===== src/rtl/multi_busy_control.sv =====
// Busy controller for N_CH readout channels: compares the accepted trigger count with
// per-channel read counts, drives a hysteretic busy, latches read-ahead faults, keeps stats.

module multi_busy_lane #(
  parameter int CNT_W = 16
) (
  input  logic [CNT_W-1:0] n_trig_i,
  input  logic [CNT_W-1:0] n_read_i,
  input  logic             en_i,
  input  logic             ovf_i,
  output logic [CNT_W-1:0] d_o,
  output logic             ovf_d_o,
  output logic             qual_o
);
  logic [CNT_W-1:0] r;
  logic             hit;

  assign d_o = n_trig_i - n_read_i;
  assign r   = n_read_i - n_trig_i;
  // Reading ahead by less than half the counter range is a fault; more is just a lag that wrapped.
  assign hit     = en_i && (r != '0) && !r[CNT_W-1];
  assign ovf_d_o = ovf_i | hit;
  // A channel faulting this cycle is already excluded, so its bogus distance never reaches occupancy.
  assign qual_o  = en_i && !ovf_d_o;
endmodule

module multi_busy_control #(
  parameter int N_CH    = 2,
  parameter int CNT_W   = 16,
  parameter int DEPTH_W = 5,
  parameter int STAT_W  = 32
) (
  input  logic                  clk,
  input  logic                  rst_n,
  input  logic                  live_rising,
  input  logic                  trig,
  input  logic [N_CH*CNT_W-1:0] n_read,
  input  logic [N_CH-1:0]       ch_enable,
  input  logic [DEPTH_W-1:0]    max_nevent,
  input  logic                  force_busy,
  output logic                  busy,
  output logic [N_CH-1:0]       read_overflow,
  output logic [CNT_W-1:0]      n_trig,
  output logic [CNT_W-1:0]      occupancy,
  output logic [STAT_W-1:0]     trig_lost,
  output logic [STAT_W-1:0]     busy_cycles
);
  localparam int XW = ((CNT_W > DEPTH_W) ? CNT_W : DEPTH_W) + 1;

  typedef enum logic [1:0] {RUN_OK, RUN_BUSY, FAULT} state_e;

  state_e                       state_q, state_d;
  logic                         busy_q;
  logic [N_CH-1:0]              ovf_q;
  logic [CNT_W-1:0]             n_trig_q, occ_q, occ_d;
  logic [STAT_W-1:0]            lost_q, bcyc_q;

  logic [N_CH-1:0][CNT_W-1:0]   d;
  logic [N_CH-1:0]              ovf_d, qual;
  logic [XW-1:0]                occ_x, m_x;
  logic                         assert_c, release_c;

  for (genvar g = 0; g < N_CH; g++) begin : g_lane
    multi_busy_lane #(.CNT_W(CNT_W)) u_lane (
      .n_trig_i (n_trig_q),
      .n_read_i (n_read[g*CNT_W +: CNT_W]),
      .en_i     (ch_enable[g]),
      .ovf_i    (ovf_q[g]),
      .d_o      (d[g]),
      .ovf_d_o  (ovf_d[g]),
      .qual_o   (qual[g])
    );
  end

  always_comb begin
    occ_d = '0;
    for (int k = 0; k < N_CH; k++)
      if (qual[k] && (d[k] > occ_d)) occ_d = d[k];
  end

  // Thresholds use added offsets so small M never underflows.
  assign occ_x     = XW'(occ_q);
  assign m_x       = XW'(max_nevent);
  assign assert_c  = (m_x == '0) || ((occ_x + XW'(1)) >= m_x);
  assign release_c = (m_x >= XW'(3)) && ((occ_x + XW'(3)) <= m_x);

  always_comb begin
    state_d = state_q;
    case (state_q)
      RUN_OK: begin
        if (|ovf_q)                       state_d = FAULT;
        else if (assert_c || force_busy)  state_d = RUN_BUSY;
      end
      RUN_BUSY: begin
        if (|ovf_q)                          state_d = FAULT;
        else if (release_c && !force_busy)   state_d = RUN_OK;
      end
      FAULT:   state_d = FAULT;
      default: state_d = RUN_OK;
    endcase
  end

  always_ff @(posedge clk or negedge rst_n) begin
    if (!rst_n) begin
      state_q  <= RUN_OK;
      busy_q   <= 1'b0;
      ovf_q    <= '0;
      n_trig_q <= '0;
      occ_q    <= '0;
      lost_q   <= '0;
      bcyc_q   <= '0;
    end else if (live_rising) begin
      state_q  <= RUN_OK;
      busy_q   <= 1'b0;
      ovf_q    <= '0;
      n_trig_q <= '0;
      occ_q    <= '0;
      lost_q   <= '0;
      bcyc_q   <= '0;
    end else begin
      state_q <= state_d;
      busy_q  <= (state_d != RUN_OK);
      ovf_q   <= ovf_d;
      occ_q   <= occ_d;
      if (trig) n_trig_q <= n_trig_q + CNT_W'(1);
      if (trig && busy_q && (lost_q != '1)) lost_q <= lost_q + STAT_W'(1);
      if (busy_q && (bcyc_q != '1))         bcyc_q <= bcyc_q + STAT_W'(1);
    end
  end

  assign busy          = busy_q;
  assign read_overflow = ovf_q;
  assign n_trig        = n_trig_q;
  assign occupancy     = occ_q;
  assign trig_lost     = lost_q;
  assign busy_cycles   = bcyc_q;
endmodule

===== config.mk =====
export PLATFORM = sky130hd
export DESIGN_NAME = multi_busy_control
export DESIGN_NICKNAME = d
export VERILOG_FILES = /design/src/rtl/multi_busy_control.sv
export SDC_FILE = /design/constraint.sdc
export NUM_CORES = 1
export LEC_CHECK = 0
export CAP_MARGIN = 20
export CORE_ASPECT_RATIO = 1.25
export CORE_UTILIZATION = 37
export DETAILED_ROUTE_END_ITERATION = 10
export SKIP_CTS_REPAIR_TIMING = 1
export SLEW_MARGIN = 20
export SYNTH_ARGS = -nofsm -noshare
export SYNTH_HDL_FRONTEND = slang
export SYNTH_SLANG_ARGS = --single-unit

===== constraint.sdc =====
create_clock -name clk -period 7.37 [get_ports clk]
set_input_delay 1.474 -clock clk [delete_from_list [all_inputs] [get_ports clk]]
set_output_delay 1.474 -clock clk [all_outputs]
set_load 0.005 [all_outputs]

### Yosys cells after proc, flatten, opt, wreduce, memory -nomap -nowiden

Index checks and enable logic that the tools add are counted.

* bits in registers: 101
* logic and storage cells: 73

* bitwise gates (word level): 2
* mux-type cells: 17
* order comparisons: 5
* add/sub/neg operators: 9
* equal/unequal tests: 4
* reduce and logical (&&, ||, !) cells: 29

Operators by type and width (number)
* 2-to-1 mux 32 bit: 4
* 2-to-1 mux 16 bit: 5
* adder 32 x 1 -> 32 bit (second input constant): 2
* != test 32 bit (second input constant): 2
* subtractor 16 bit: 4
* nonzero test 16 bit: 2
* adder 16 x 1 -> 17 bit (second input constant): 1
* adder 16 x 2 -> 17 bit (second input constant): 1
* greater-or-equal comparator 17 x 5 -> 1 bit: 1
* less-or-equal comparator 17 x 5 -> 1 bit: 1
* zero test 17 bit: 1
* adder 16 x 1 -> 16 bit (second input constant): 1
* greater-than comparator 16 x 1 -> 1 bit (second input constant): 1
* greater-than comparator 16 bit: 1
* logical AND 1 bit: 13
* 2-to-1 mux 2 bit: 6
* nonzero test 2 bit: 4
* one-hot mux 2 bit (3 select lines): 1
* greater-or-equal comparator 5 x 2 -> 1 bit (second input constant): 1
* zero test 1 bit: 5
* == test 2 x 1 -> 1 bit (second input constant): 1
* == test 2 bit (second input constant): 1
* zero test 2 bit: 1
* logical OR 1 bit: 2
* 3 further kinds: 4

### Longest topological paths before layout

* word-level depth: 13
* depth in mapped cells: 25

### Hierarchy

A second synthesis with hierarchy kept.

* cells, all modules: 1172
* area total of the unflattened synthesis: 9559.2 µm²

Modules (own cells, without submodules)
* multi_busy_control: times used 1, sequential area each 2527.4 µm², cells an instance 708, area each 6368.6 µm²
* multi_busy_lane: times used 2, sequential area each 0.0 µm², cells an instance 232, area each 1595.3 µm²

### Worst setup path after synthesis

No wires, ideal clock.

* path kind: input to register
* start point: input n_read[0]
* end point: register occ_q[4] (netlist: occupancy[4])
* library setup time: 0.125 ns
* path slack: 1.293 ns
* data arrival time: 5.951 ns
* stages: 23
* data required time: 7.245 ns
* cells stage by stage: ha_1 inv_1 fa_1 a21o_1 a221oi_1 xnor2_1 nand4_1 or4_1 nor4_1 nand3b_1 and2_1 buf_2 nor2b_1 ha_1 nor2b_1 o21a_1 o21a_1 o21ai_0 a2111o_1 a31oi_1 o21ai_1 nand4_2 a2bb2o_1

* cells in the longest elaborated chain, start to end: 13
* elaborated cells on any way between the ends: 16
* those cells by class: add/sub (2); order compare (2); mux (3); bitwise (1); reduce/logical (8)

Ends and longest elaborated chain
* from (decl): RTL line 37 `input logic [N_CH*CNT_W-1:0] n_read,`
* parallel branches: the longest is 8 deep, another holds subtractor 16 bit
* 2-to-1 mux 16 bit *: RTL line 78 `if (qual[k] && (d[k] > occ_d)) occ_d = d[k];`
* greater-than comparator 16 bit: RTL line 78
* logical AND 1 bit: RTL line 78
* 2-to-1 mux 16 bit *: RTL line 78
* 2-to-1 mux 16 bit *: RTL line 112 `end else if (live_rising) begin`
* to (signal assigned): RTL line 109 `occ_q <= '0;`
* to (signal assigned): RTL line 117 `occ_q <= '0;`
* to (signal assigned): RTL line 124 `occ_q <= occ_d;`
* to (decl): RTL line 55 `logic [CNT_W-1:0] n_trig_q, occ_q, occ_d;`

Every way passes the cells marked *.
A chain may end at the register's enable or synchronous reset.

### Worst setup path after layout

* start point: input n_read[0]
* end point: register occ_q[3] (netlist: occupancy[3])

Same word-level chain as after synthesis.

==> flow_summary.toml <==
[pwr]
p_per_area_nw_per_um2 = 127.3
vdd_drop_max_uv = 117.9
cellInternalPower_mw = 0.9716
power_leakage_nw = 4.896
sw_frac_of_total_pct = 33.07
p_sw_mw = 0.4801
clockPowerShare_pct = 32.8
p_comb_share_pct = 25.7
p_seq_share_pct = 41.5

[floorplan]
fp.dieH_um = 180.4
die_width_um = 144.7
core_sq_um = 24740
dieArea_sq_um = 26120
num_rows = 64
initial_core_util_pct = 38.09
io_pins = 143

[place]
place_ws_ns = 0.2902
gp_congestion = 0.9107
hpwl_mm = 22.01
port_buffers = 142

[sta]
layout_setup_ws_ns = 0.5134
finalHoldViolations = 0
fin_worst_skew_ns = 0.008896
finalCriticalPeriod_ns = 6.857
final_max_slew_viol_count = 0
tns_ns = 0
fmax_mhz = 145.8
setup_viol = 0
layout_worst_path_cycle_share_pct = 93.03
maxSlewHeadroom_pct = 38.99
grt_setup_unrepaired = "no"
max_slew.worst_pin.slew_ns = 0.9118

[global_routing]
antenna_found_initial = 2
grtUsageTotal_pct = 21.80
grt_pass1_wl_mm = 44.83
grt_pass1_vias = 8232
grt_start_max_net_pins = 70
overflow = 0

[detailed_routing]
wl_per_cell_um = 17.26
vias = 8790
vias_per_cell = 5.433
route.met2.wl_mm = 13.20
top_layer = "met4"
ant_nets = 0
drtPass1Iterations = 5
first_iter_violations = 617
drc_errors = 0
met3_length_mm = 1.096
drt_wl_total_mm = 27.92
wl_met1_mm = 12.72

[setup_path]
critPathArrivalTime_ns = 7.09
cp.required_ns = 7.60
start_kind = "input port"
criticalPathCategory = "in -> reg"
path_max_fanout = 8
end_kind = "flip-flop"

[synth]
synthFlopType = "dfrtp_1"
synthTopCellsByArea = "dfrtp_1 27%, ha_1 12%, nor2_1 5.1%"
syn_avg_cell_area_sq_um = 8.069
synth_cells = 1168
ys_seq_elements = 101
ys_types = 77
netlist.area_leader.share_pct = 26.82
syn_area_sq_um = 9424
post-synth-top-area-cell = "dfrtp_1"
async_reset_ff_share_pct = 100.0
yosysSeqAreaShare_pct = 26.82
syn-num-nets = 1306
yosysWarnings = 0
synth_edf_count = 0

[clock_network]
cts.htree.levels = 3
clockRootBuffer = "clkbuf_16"
clockBufferDepth = 2
clkLatencyLatePin_ns = 0.36
cts_tree = "built"
numCtsBuffers = 9
path_clk_slew_ns = 0.07
cts.sinks = 101

[final_layout]
area.growth.synth_to_final_pct = 20.99
drive_above_1_share_pct = 4.277
nNetsFinal = 1419

[worst_hold_path]
hold_path_class = "reg -> reg"

[run]
drv_cap = 0

[status]
status = "finished clean"
sequential cells by signal, indices dropped and copies added (netlist names):
signal and flops:
busy 1, busy_cycles 32, n_trig 16, occupancy 16, read_overflow 2, state_q 2
trig_lost 32
synth_stat cells (5+ instances only):
library cell and n:
nor2_1 129, dfrtp_1 101, ha_1 90, nand2_1 86, inv_1 82, a21oi_1 72, nand3_1 62, xnor2_1 55
xor2_1 54, o21ai_0 50, clkbuf_1 31, nand4_1 25, nor3_1 25, a21o_1 22, and3_1 20, a211oi_1 17
nand2b_1 17, buf_2 16, and2_1 15, and4_1 13, nor2b_1 12, nor4_1 12, o21a_1 12, a31oi_1 10
or3_1 10, or2_2 9, o22ai_1 7, mux2i_1 6, o211ai_1 6, o31ai_1 6, nand3b_1 5, o21bai_1 5
or4_1 5
metal layers:
| metal | global-route usage [%] | vias up |
|---|---|---|
| met5 | 0 | - |
| met4 | 8.800 | 0 |
| met2 | 35.21 | 240 |
| li1 | - | 4365 |
| met1 | 29.55 | 4143 |
| met3 | 2.073 | 42 |
per-stage QoR:
stage          hold slack [ns]  area (sq um)  total power, mW  std cells  util, %
2_1_floorplan           0.4487          9424           0.8368       1168        -
3_3_place_gp            0.4731         11100           0.9799       1599    44.84
3_5_place_dp            0.4899         11100           0.9834       1599    44.84
4_1_cts                 0.4987         11380            1.463       1615    46.01
5_1_grt                 0.5200         11400            1.532       1618    46.08
6_report                0.4978         11400            1.452       1618    46.08
layout make-up:
class / count / area, sq um
fill: 2441 / 13340
sequential: 101 / 2527
multi-input combinational: 935 / 6366
clock buffer: 9 / 225.2
inverter: 82 / 307.8
antenna: 2 / 5.005
tap: 330 / 412.9
timing repair buffer: 152 / 1494
clock inverter: 7 / 63.81
logic make-up after synthesis:
kind of cell | count (synthesis) | synth area share, %
adder cells (fa/ha/maj) | 94 | 12.80
AND/OR/NAND/NOR | 463 | 25.38
XOR/XNOR | 109 | 10.13
multiplexers | 10 | 1.115
buffers and inverters | 132 | 5.629
flip-flops | 101 | 26.82
AO/OA/AOI/OAI | 259 | 18.12
path summary, 6_finish.rpt:
path | from | to | slack, ns | cells after the start
setup / recovery | n_read[0] | occupancy[3] | 0.51 | 23
hold reg to reg | state_q[1] | state_q[1] | 0.50 | 1
max in group asynchronous | rst_n | n_trig[14] | 5.05 | 2
hold / removal | state_q[1] | state_q[1] | 0.50 | 1
setup reg to reg | n_trig[0] | occupancy[3] | 1.38 | 23
min in group asynchronous | rst_n | trig_lost[8] | 1.05 | 1
worst max-delay path: stages:
cell and delay [ns]:
clkdlybuf4s50_1 0.49, ha_1 0.18, inv_1 0.06, fa_1 0.40
a21o_1 0.19, a221oi_1 0.55, xnor2_1 0.25, nand4_1 0.14
or4_1 0.52, nor4_1 0.23, nand3b_1 0.15, and2_1 0.26
nor2b_1 0.16, ha_1 0.18, nor2b_1 0.11, o21a_1 0.12
o21a_1 0.10, o21ai_0 0.06, a2111o_1 0.41, a31oi_1 0.32
o21ai_1 0.20, nand4_2 0.22, a2bb2o_1 0.31
power by group through the flow:
stage | Sequential (mW) | Combinational, mW | Clock, mW
after floorplan | 0.599 | 0.238 | 0
after CTS | 0.603 | 0.372 | 0.488
after detailed placement | 0.614 | 0.370 | 0
final | 0.603 | 0.373 | 0.476
after global placement | 0.614 | 0.366 | 0
after global routing | 0.607 | 0.414 | 0.511
placed cells by master (no fill, tap or decap), types with 12 or more instances in the layout:
cell and count:
a211oi_1 17, a21o_1 22, a21oi_1 72, and2_1 15, and3_1 20, and4_1 13, clkdlybuf4s50_1 140, dfrtp_1 101
ha_1 90, inv_1 82, nand2_1 86, nand2b_1 17, nand3_1 62, nand4_1 25, nor2_1 129, nor2b_1 12
nor3_1 25, nor4_1 12, o21a_1 12, o21ai_0 50, xnor2_1 55, xor2_1 54
No activity file was read; power rests on OpenSTA's default activity.
